--- src/rtl/apb_slave_regfile.sv ---
// APB3 completer exposing NUM_REGS word registers, optional read-only slots
// fed from ro_data, configurable wait states and a post-commit write strobe.
module apb_slave_regfile #(
  parameter int                        APB_ADDR_WIDTH = 16,
  parameter int                        APB_DATA_WIDTH = 32,
  parameter int                        NUM_REGS       = 16,
  parameter int                        WAIT_CYCLES    = 0,
  parameter logic [NUM_REGS-1:0]       RO_MASK        = '0,
  parameter logic [APB_DATA_WIDTH-1:0] RESET_VAL      = '0
) (
  input  logic                               pclk,
  input  logic                               preset,
  input  logic                               psel,
  input  logic                               penable,
  input  logic [APB_ADDR_WIDTH-1:0]          paddr,
  input  logic                               pwrite,
  input  logic [APB_DATA_WIDTH-1:0]          pwdata,
  output logic [APB_DATA_WIDTH-1:0]          prdata,
  output logic                               pready,
  output logic                               pslverr,
  input  logic [NUM_REGS*APB_DATA_WIDTH-1:0] ro_data,
  output logic [NUM_REGS*APB_DATA_WIDTH-1:0] regs_q,
  output logic                               wr_pulse,
  output logic [7:0]                         wr_idx
);

  localparam int DW     = APB_DATA_WIDTH;
  localparam int IDX_W  = $clog2(NUM_REGS);
  localparam int FULL_W = APB_ADDR_WIDTH - 2;

  typedef enum logic [1:0] {S_IDLE, S_WAIT, S_READY} state_t;

  state_t            r_state;
  state_t            w_next_state;

  logic [IDX_W-1:0]  r_idx;
  logic              r_write;
  logic [DW-1:0]     r_wdata;
  logic              r_err;
  logic [3:0]        r_cnt;
  logic [DW-1:0]     r_regs [NUM_REGS];

  logic [DW-1:0]     r_prdata;
  logic              r_pready;
  logic              r_pslverr;
  logic              r_wr_pulse;
  logic [7:0]        r_wr_idx;

  logic [FULL_W-1:0] w_idx_full;
  logic [IDX_W-1:0]  w_idx;
  logic              w_in_range;
  logic              w_err;
  logic              w_setup;
  logic              w_access;
  logic [IDX_W-1:0]  w_sel_idx;
  logic              w_sel_write;
  logic              w_sel_err;
  logic [DW-1:0]     w_rd_val;
  logic              w_unused_addr_lsbs;

  assign w_idx_full         = paddr[APB_ADDR_WIDTH-1:2];
  assign w_idx              = w_idx_full[IDX_W-1:0];
  assign w_in_range         = (w_idx_full < FULL_W'(NUM_REGS));
  assign w_err              = w_in_range ? (pwrite & RO_MASK[w_idx]) : 1'b1;
  assign w_setup            = psel & ~penable;
  assign w_access           = psel & penable;
  assign w_unused_addr_lsbs = ^paddr[1:0];

  // Entering READY straight from IDLE must use the live decode; from WAIT the latched copy.
  assign w_sel_idx   = (r_state == S_IDLE) ? w_idx  : r_idx;
  assign w_sel_write = (r_state == S_IDLE) ? pwrite : r_write;
  assign w_sel_err   = (r_state == S_IDLE) ? w_err  : r_err;
  assign w_rd_val    = RO_MASK[w_sel_idx] ? ro_data[int'(w_sel_idx)*DW +: DW]
                                          : r_regs[w_sel_idx];

  always_ff @(posedge pclk) begin
    if (preset) r_state <= S_IDLE;
    else        r_state <= w_next_state;
  end

  // NOTE: next_state is defaulted before the case so no path leaves it unassigned (no latch).
  always_comb begin
    w_next_state = r_state;
    case (r_state)
      S_IDLE:  if (w_setup) w_next_state = (WAIT_CYCLES == 0) ? S_READY : S_WAIT;
      S_WAIT: begin
        if (!psel)                              w_next_state = S_IDLE;
        else if (penable && (r_cnt == 4'd1))    w_next_state = S_READY;
      end
      S_READY: w_next_state = S_IDLE;
      default: w_next_state = S_IDLE;
    endcase
  end

  // NOTE: the register array is flop-based and needs a defined RESET_VAL, so it is reset
  // in the same block as the control state rather than inferred as a RAM.
  always_ff @(posedge pclk) begin
    if (preset) begin
      r_idx      <= '0;
      r_write    <= 1'b0;
      r_wdata    <= '0;
      r_err      <= 1'b0;
      r_cnt      <= '0;
      r_prdata   <= '0;
      r_pready   <= 1'b0;
      r_pslverr  <= 1'b0;
      r_wr_pulse <= 1'b0;
      r_wr_idx   <= '0;
      for (int i = 0; i < NUM_REGS; i++) r_regs[i] <= RESET_VAL;
    end else begin
      if ((r_state == S_IDLE) && w_setup) begin
        r_idx   <= w_idx;
        r_write <= pwrite;
        r_wdata <= pwdata;
        r_err   <= w_err;
        if (WAIT_CYCLES != 0) r_cnt <= 4'(WAIT_CYCLES);
      end
      if ((r_state == S_WAIT) && w_access && (r_cnt != 4'd1)) r_cnt <= r_cnt - 4'd1;

      r_pready  <= (w_next_state == S_READY);
      r_pslverr <= (w_next_state == S_READY) & w_sel_err;
      r_prdata  <= ((w_next_state == S_READY) && !w_sel_write && !w_sel_err) ? w_rd_val : '0;

      r_wr_pulse <= 1'b0;
      if ((r_state == S_READY) && r_write && !r_err) begin
        r_regs[r_idx] <= r_wdata;
        r_wr_pulse    <= 1'b1;
        r_wr_idx      <= 8'(r_idx);
      end
    end
  end

  for (genvar gi = 0; gi < NUM_REGS; gi++) begin : g_regs_q
    assign regs_q[gi*DW +: DW] = RO_MASK[gi] ? '0 : r_regs[gi];
  end

  assign prdata   = r_prdata;
  assign pready   = r_pready;
  assign pslverr  = r_pslverr;
  assign wr_pulse = r_wr_pulse;
  assign wr_idx   = r_wr_idx;

endmodule

--- config.mk ---
export PLATFORM = sky130hd
export DESIGN_NAME = apb_slave_regfile
export DESIGN_NICKNAME = d
export VERILOG_FILES = /design/src/rtl/apb_slave_regfile.sv
export SDC_FILE = /design/constraint.sdc
export NUM_CORES = 1
export LEC_CHECK = 0
export CAP_MARGIN = 25
export CORE_AREA = 2 2 437 439
export CTS_CLUSTER_SIZE = 25
export DETAILED_ROUTE_END_ITERATION = 8
export DIE_AREA = 0 0 439 441
export SYNTH_ARGS = -nofsm -noshare
export SYNTH_HDL_FRONTEND = slang
export SYNTH_SLANG_ARGS = --single-unit
--- constraint.sdc ---
create_clock -name pclk -period 3.4 [get_ports pclk]
set_clock_uncertainty 0.1 [all_clocks]
set_input_delay 0.51 -clock pclk [delete_from_list [all_inputs] [get_ports pclk]]
set_output_delay 0.51 -clock pclk [all_outputs]
set_load 0.02 [all_outputs]
==> results.sh, run 1 <==
export IMPL_yosysWarnings=0
export IMPL_area_growth_syn_to_layout_pct=47.0
export IMPL_synthTopCellsByArea="edfxtp_1 59%, and2_1 12%, dfxtp_1 6.4%"
export IMPL_synth_top_area_share=0.589
export IMPL_core_mm2=0.189
export IMPL_fin_area_mm2=0.0384
export IMPL_critPathMaxFanout=28
export IMPL_drtPass1Iterations=6
export IMPL_avgSynthCellArea_um2=12.0
export IMPL_nNetsFinal=3373
export IMPL_worst_pin_slew_ns=1.11
export IMPL_maxCapViolations=0
export IMPL_grt_use_total=0.134
export IMPL_syn_area_mm2=0.0261
export IMPL_clk_path_buf_depth=3
export IMPL_antenna_found_initial=13
export IMPL_synth_cells=2182
export IMPL_globalplace_congestion=0.924
export IMPL_drc=0
export IMPL_post_route_util=0.203
export IMPL_arrival_ns=3.54
export IMPL_n_fill_cell=20400
export IMPL_port_buffers=601
export IMPL_setup_viol=0
export IMPL_power_density_mw_per_mm2=482
export IMPL_synth_edf_count=512
export IMPL_die_h_um=441
export IMPL_start_util=0.138
export IMPL_clock_latency_ns=0.69
export IMPL_ant_nets=0
export IMPL_avgRoutedWirePerCell_um=25.0
export IMPL_max_freq_mhz=320
export IMPL_postCtsResizedCells=0
export IMPL_status="complete, no violations"
export IMPL_path_clk_slew_ns=0.06
export IMPL_htreeDepth=3
export IMPL_synth_top_area_cell="edfxtp_1"
export IMPL_dpl_cell_area_mm2=0.0360
export IMPL_cp_required_ns=3.82
export IMPL_final_common_cell="clkdlybuf4s50_1"
export IMPL_critical_path_class="reg -> reg"
export IMPL_cts_hold_buf=0
export IMPL_post_cts_setup_buffer_count=0
export IMPL_rsz0062_at_grt="false"
export IMPL_tns_ns=0
export IMPL_first_global_vias=19800
export IMPL_layout_min_cycle_time_ns=3.12
export IMPL_synth_distinct_cells=45
export IMPL_cpMaxStageDelayCell="buf_4"
export IMPL_worstHoldPathType="in -> reg"
export IMPL_path_cells="nor2_4, mux2_2, nor2_4, buf_4, nand3_1, a31oi_1, buf_4, nor3_1"
export IMPL_numCtsBuffers=71
export IMPL_synth_seq_cells=595
export IMPL_grt_max_degree=59
export IMPL_cts_sinks=595
export IMPL_endpoint_kind="flop"
export IMPL_synth_async_reset_ratio=0
export IMPL_wirelength_mm=135
export IMPL_root_buffer="clkbuf_16"
export IMPL_cpPeakStageDelay_ns=0.45
export IMPL_yosysSeqAreaShare=0.653
export IMPL_grt_pass1_wl_mm=176
export IMPL_cts_tree="built"
export IMPL_leakage_nw=13.4
export IMPL_ios=1120
export IMPL_grt_overflow_total=0
export IMPL_hold_violations=0
export IMPL_relSlewSlack=0.260
export IMPL_finalCritPeriodShare=0.918
export IMPL_slew_violations=0
export IMPL_dpl_hpwl_mm=104
export IMPL_die_x_um=439
export IMPL_rows=160
export IMPL_max_vdd_ir_drop_v=0.000288
export IMPL_synth_ff_type="edfxtp_1"
export IMPL_drive_above_1_share=0.104
export IMPL_num_vias=20100
export IMPL_vias_per_cell=3.74
export IMPL_mostFrequentLayoutCells="600 x clkdlybuf4s50_1, 514 x and2_1, 512 x edfxtp_1, 404 x nand2_1"
export IMPL_cp_start_kind="flop"
export IMPL_dieArea_mm2=0.194
export IMPL_drt_iter0_markers=1758
-- cell families (layout without fill, tap and decap cells) --
kind of cell / count (synthesis) / after routing / synth area share
flip-flops: 595 / 595 / 0.653
adder cells (fa/ha/maj): 2 / 2 / 0.000959
multiplexers: 105 / 105 / 0.0404
other: 1 / 10 / 0.000144
AO/OA/AOI/OAI: 203 / 203 / 0.0546
AND/OR/NAND/NOR: 1087 / 1087 / 0.219
buffers and inverters: 186 / 866 / 0.0309
XOR/XNOR: 3 / 3 / 0.00101
-- layer usage --
metal,part of all wire,routed length (um),global-route usage
met1,0.36,48200,0.147
met2,0.52,70400,0.242
met3,0.049,6580,0.0183
met4,0.070,9420,0.0866
met5,0.000097,13,0
-- final timing paths --
| check | from | end | slack [ns] | cells past startpoint |
|---|---|---|---|---|
| max | r_state[0] | prdata[4] | 0.28 | 8 |
| min | preset | r_state[0] | 0.19 | 4 |
| max reg2reg | r_state[0] | prdata[4] | 0.28 | 8 |
| min reg2reg | r_wdata[6] | r_wdata[6] | 0.36 | 2 |
-- power breakdown --
group	internal [mW]	switching, mW
Combinational	0.771	1.32
Sequential	8.14	0.282
Clock	4.62	3.35
Total	13.5	4.95
-- state kept, by name, summed over array words and instances, names as in the netlist, 2 cells and up --
register	flops
r_idx	4
r_regs	512
r_wdata	32
wr_idx	4
prdata	32
r_state	2
r_cnt	4
-- metrics by stage --
stage	hold slack [ns]	worst slack, ns	instances	power, mW
after floorplan	0.344	0.934	2185	9.33
after global placement	0.352	0.0386	5243	10.7
after detailed placement	0.352	0.0557	5244	10.7
after CTS	0.146	0.181	5376	18.7
after global routing	0.200	0.133	5380	19.0
final	0.191	0.279	5382	18.5
-- cell type report --
type                            count  area (um2)  area share
Clock buffer                       94        1940      0.0507
Sequential cell                   595       17000       0.444
Antenna cell                        6        15.0    0.000391
Multi-Input combinational cell   1404        8400       0.219
Tap cell                         2511        3140      0.0819
Clock inverter                     38         443      0.0115
Inverter                            2        7.51    0.000196
Timing Repair Buffer              732        7380       0.192
-- Yosys cell counts (all sizes together), types with 3 or more instances --
| library cell | instances |
|---|---|
| and2 | 515 |
| edfxtp | 512 |
| nand2 | 406 |
| clkbuf | 141 |
| mux2i | 102 |
| a32oi | 95 |
| dfxtp | 83 |
| a21oi | 69 |
| nand3 | 69 |
| nor3 | 44 |
| buf | 43 |
| a31oi | 33 |
| nor2 | 21 |
| or2 | 16 |
| nand2b | 4 |
| mux2 | 3 |
| nor4 | 3 |
| o21ai | 3 |
-- critical path, delay by kind of cell (launching register included) --
kind | cells | cell delay [ns]
AND/OR/NAND/NOR | 4 | 0.83
buffers and inverters | 2 | 0.70
flip-flops | 1 | 0.43
multiplexers | 1 | 0.43
AO/OA/AOI/OAI | 1 | 0.43
No activity file was read; power rests on OpenSTA's default activity.
==> inputs of run 2 (changes only) <==
PLACE_DENSITY = 0.33   (was unset)
==> results.sh, run 2 (same netlist as run 1, synthesis figures left out) <==
export IMPL_top_register="r_regs"
export IMPL_power_density_mw_per_mm2=494
export IMPL_placed_cells=5250
export IMPL_n_fill_cell=20500
export IMPL_postCtsResizedCells=0
export IMPL_total_power_mw=19.2
export IMPL_drtPass1Iterations=5
export IMPL_place_ws_ns=0.118
export IMPL_dpl_cell_area_mm2=0.0361
export IMPL_max_freq_mhz=321
export IMPL_first_global_vias=19600
export IMPL_relSlewSlack=0.325
export IMPL_arrival_ns=3.56
export IMPL_num_vias=19100
export IMPL_critical_path_class="reg -> reg"
export IMPL_maxCapViolations=0
export IMPL_htreeDepth=3
export IMPL_port_buffers=601
export IMPL_dieArea_mm2=0.194
export IMPL_worstHoldPathType="in -> reg"
export IMPL_topRoutingLayerUsed="met4"
export IMPL_mostFrequentLayoutCells="600 x clkdlybuf4s50_1, 514 x and2_1, 512 x edfxtp_1, 404 x nand2_1, 101 x mux2i_1"
export IMPL_path_clk_slew_ns=0.06
export IMPL_ios=1120
export IMPL_grt_max_degree=65
export IMPL_root_buffer="clkbuf_16"
export IMPL_leakage_nw=13.6
export IMPL_multi_input_area_mm2=0.00838
export IMPL_die_x_um=439
export IMPL_avgRoutedWirePerCell_um=25.4
export IMPL_status="complete, no violations"
export IMPL_rows=160
export IMPL_globalplace_congestion=0.842
export IMPL_start_util=0.138
export IMPL_post_cts_setup_buffer_count=0
export IMPL_numCtsBuffers=81
export IMPL_cp_required_ns=3.85
export IMPL_cpPeakStageDelay_ns=0.54
export IMPL_rsz0062_at_grt="false"
export IMPL_route_met3_wl_mm=4.70
export IMPL_antenna_found_initial=13
export IMPL_die_h_um=441
export IMPL_ff_latch_area_mm2=0.0170
export IMPL_wl_met1_mm=52.9
export IMPL_grt_use_total=0.138
export IMPL_worst_pin_slew_ns=1.01
export IMPL_clock_latency_ns=0.70
export IMPL_crit_path_frequent_cell="nor2_4"
export IMPL_setup_viol=0
export IMPL_fin_area_mm2=0.0388
export IMPL_finalCritPeriodShare=0.915
export IMPL_tns_ns=0
export IMPL_critPathMaxFanout=13
export IMPL_area_growth_syn_to_layout_pct=48.8
export IMPL_wirelength_mm=138
export IMPL_dpl_hpwl_mm=108
export IMPL_grt_overflow_total=0
export IMPL_vias_per_cell=3.52
export IMPL_ant_nets=0
export IMPL_wl_met2_mm=71.5
export IMPL_fin_ws_ns=0.287
export IMPL_grt_pass1_wl_mm=182
export IMPL_max_vdd_ir_drop_v=0.000343
export IMPL_drt_iter0_markers=1269
export IMPL_cts_hold_buf=0
export IMPL_largest_register_ffs=512
export IMPL_slew_violations=0
export IMPL_final_common_cell="clkdlybuf4s50_1"
export IMPL_endpoint_kind="flop"
export IMPL_cpMaxStageDelayCell="nor2_4"
export IMPL_cts_sinks=595
export IMPL_path_cells="nor2_4, mux2_2, nor2_4, buf_12, nand3_1, a31oi_1, buf_4, nor3_1"
export IMPL_layout_min_cycle_time_ns=3.11
export IMPL_cp_start_kind="flop"
export IMPL_hold_violations=0
export IMPL_drive_above_1_share=0.106
export IMPL_cts_tree="built"
export IMPL_layout_cells_non_filler=5415
export IMPL_clk_path_buf_depth=3
export IMPL_nNetsFinal=3390
export IMPL_core_mm2=0.189
export IMPL_drc=0
==> run 2: changes by cell type in the layout (fill, tap and decap cells not counted), sizes merged <==
cell,change
clkbuf,+26
bufinv,-5
buf,+7
clkinvlp,+1
diode,+10
inv,-6
==> run 2: cell type report <==
type	count	area share
Multi-Input combinational cell	1404	0.216
Inverter	2	0.000193
Clock inverter	28	0.00748
Clock buffer	120	0.0607
Sequential cell	595	0.439
Tap cell	2511	0.0809
Timing Repair Buffer	739	0.195
Antenna cell	16	0.00103
==> run 2: worst paths after layout <==
kind	from	end	slack, ns	cells past startpoint
min reg2reg	r_wdata[1]	r_wdata[1]	0.36	2
min	preset	wr_pulse	0.22	2
max	r_state[0]	prdata[30]	0.29	8
max reg2reg	r_state[0]	prdata[30]	0.29	8
==> run 2: per-stage QoR <==
step	utilization	hold WS, ns
floorplan	-	0.344
global placement	0.190	0.350
detailed placement	0.191	0.350
CTS	0.205	0.149
global route	0.205	0.163
finish	0.205	0.222
==> run 2: critical path: cells and delay by family (launching register included) <==
kind                   cells  cell delay (ns)
multiplexers               1             0.44
buffers and inverters      2             0.41
AND/OR/NAND/NOR            4             1.10
AO/OA/AOI/OAI              1             0.50
flip-flops                 1             0.43
==> run 2: power breakdown <==
group / leakage (nW) / switching (mW) / internal, mW
Combinational: 6.36 / 1.32 / 0.805
Clock: 1.29 / 3.65 / 4.99
Sequential: 5.97 / 0.267 / 8.14
==> run 2: metal layers <==
layer | track usage | vias to the layer above
met3 | 0.0212 | 203
met1 | 0.154 | 9407
li1 | - | 8967
met2 | 0.250 | 501
met5 | 0 | -
met4 | 0.0785 | 0
==> inputs of run 3 (changes only) <==
--- a/config.mk
+++ b/config.mk
@@ -8,7 +8,9 @@
 export CAP_MARGIN = 25
-export CORE_AREA = 2 2 437 439
+export CELL_PAD_IN_SITES_DETAIL_PLACEMENT = 1
+export CELL_PAD_IN_SITES_GLOBAL_PLACEMENT = 2
+export CORE_AREA = 2 2 442 444
 export CTS_CLUSTER_SIZE = 25
 export DETAILED_ROUTE_END_ITERATION = 8
-export DIE_AREA = 0 0 439 441
-export PLACE_DENSITY = 0.33
+export DIE_AREA = 0 0 444 446
+export PLACE_DENSITY = 0.46
 export SYNTH_ARGS = -nofsm -noshare
==> constraint.sdc (replaced) <==
create_clock -name pclk -period 3.3 [get_ports pclk]
set_clock_uncertainty 0.1 [all_clocks]
set_input_delay 0.495 -clock pclk [delete_from_list [all_inputs] [get_ports pclk]]
set_output_delay 0.495 -clock pclk [all_outputs]
set_load 0.05 [all_outputs]
==> results.sh, run 3 (same netlist as run 1, synthesis figures left out) <==
export IMPL_worst_pin_slew_ns=1.07
export IMPL_post_cts_setup_buffer_count=0
export IMPL_antenna_found_initial=15
export IMPL_dpl_hpwl_mm=114
export IMPL_ios=1120
export IMPL_nNetsFinal=3394
export IMPL_drive_above_1_share=0.109
export IMPL_area_growth_syn_to_layout_pct=49.3
export IMPL_critical_path_class="reg -> reg"
export IMPL_drc=0
export IMPL_power_density_mw_per_mm2=525
export IMPL_leakage_nw=13.7
export IMPL_path_clk_slew_ns=0.06
export IMPL_tns_ns=0
export IMPL_port_buffers=601
export IMPL_drt_iter0_markers=988
export IMPL_largest_register_ffs=512
export IMPL_cp_start_kind="flop"
export IMPL_cp_required_ns=3.81
export IMPL_htreeDepth=3
export IMPL_worstHoldPathType="in -> reg"
export IMPL_max_freq_mhz=331
export IMPL_reg2regPathDepth=8
export IMPL_relSlewSlack=0.284
export IMPL_clk_path_buf_depth=3
export IMPL_critPathMaxFanout=29
export IMPL_avgRoutedWirePerCell_um=26.0
export IMPL_wirelength_mm=142
export IMPL_setup_viol=0
export IMPL_slew_violations=0
export IMPL_min_path_cells=2
export IMPL_rows=162
export IMPL_top_register="r_regs"
export IMPL_drtPass1Iterations=5
export IMPL_endpoint_kind="flop"
export IMPL_hold_violations=0
export IMPL_num_vias=19500
export IMPL_clock_latency_ns=0.69
export IMPL_start_util=0.135
export IMPL_r2r_slack_ns=0.28
export IMPL_status="complete, no violations"
export IMPL_numCtsBuffers=82
export IMPL_grt_pass1_wl_mm=189
export IMPL_cts_hold_buf=0
export IMPL_postCtsResizedCells=0
export IMPL_core_mm2=0.194
export IMPL_grt_max_degree=64
export IMPL_mostFrequentLayoutCells="600 x clkdlybuf4s50_1, 514 x and2_1, 512 x edfxtp_1, 404 x nand2_1, 102 x buf_4"
export IMPL_root_buffer="clkbuf_16"
export IMPL_arrival_ns=3.53
export IMPL_layout_min_cycle_time_ns=3.02
export IMPL_final_common_cell="clkdlybuf4s50_1"
export IMPL_die_h_um=446
export IMPL_globalplace_congestion=0.858
export IMPL_die_x_um=444
export IMPL_first_global_vias=20500
export IMPL_max_vdd_ir_drop_v=0.000312
export IMPL_grt_overflow_total=0
export IMPL_cts_tree="built"
export IMPL_cts_sinks=595
export IMPL_maxCapViolations=0
export IMPL_total_power_mw=20.5
export IMPL_ant_nets=0
export IMPL_grt_use_total=0.140
export IMPL_vias_per_cell=3.57
export IMPL_dieArea_mm2=0.198
export IMPL_finalCritPeriodShare=0.914
export IMPL_rsz0062_at_grt="false"
-- run 3: final cells by class --
class / count / area (um2)
Fill cell: 21700 / 155000
Clock inverter: 32 / 349
Clock buffer: 122 / 2370
Inverter: 2 / 7.51
Antenna cell: 21 / 52.6
Timing Repair Buffer: 742 / 7590
Sequential cell: 595 / 17000
Tap cell: 2542 / 3180
Multi-Input combinational cell: 1404 / 8390
-- run 3: critical path, stage by stage, from the launching register on --
cell     delay, ns
dfxtp_1       0.39
buf_4         0.19
nor2_4        0.34
mux2i_1       0.48
nor2_4        0.11
buf_12        0.18
a32oi_1       0.62
a21oi_1       0.25
nor3_1        0.19
-- run 3: layer usage --
layer | vias to the layer above | wire length [um] | global-route usage
met5 | - | 14 | 0
met4 | 4 | 7730 | 0.0749
met3 | 168 | 4720 | 0.0198
met2 | 422 | 75900 | 0.262
met1 | 9883 | 53900 | 0.153
li1 | 8995 | - | -
-- run 3: final timing paths --
kind          startpoint           to
min reg2reg  r_wdata[18]  r_wdata[18]
max           r_state[0]   prdata[31]
max reg2reg   r_state[0]   prdata[31]
min               preset     wr_pulse
-- run 3: where the power goes --
group / internal, mW / total, mW / switching [mW]
clock network: 5.38 / 9.10 / 3.72
logic: 0.828 / 2.70 / 1.87
registers: 8.39 / 8.67 / 0.287
total: 14.6 / 20.5 / 5.88
-- run 3: through the flow --
stage | setup WS [ns] | util | instances | cell area [um2] | hold slack [ns]
after floorplan | 0.834 | - | 2185 | 26100 | 0.344
after global placement | 0.00705 | 0.186 | 5281 | 36100 | 0.360
after detailed placement | 0.000346 | 0.187 | 5284 | 36200 | 0.367
after CTS | 0.224 | 0.201 | 5438 | 38900 | 0.112
after global routing | 0.00968 | 0.201 | 5441 | 38900 | 0.155
final | 0.283 | 0.201 | 5460 | 39000 | 0.194
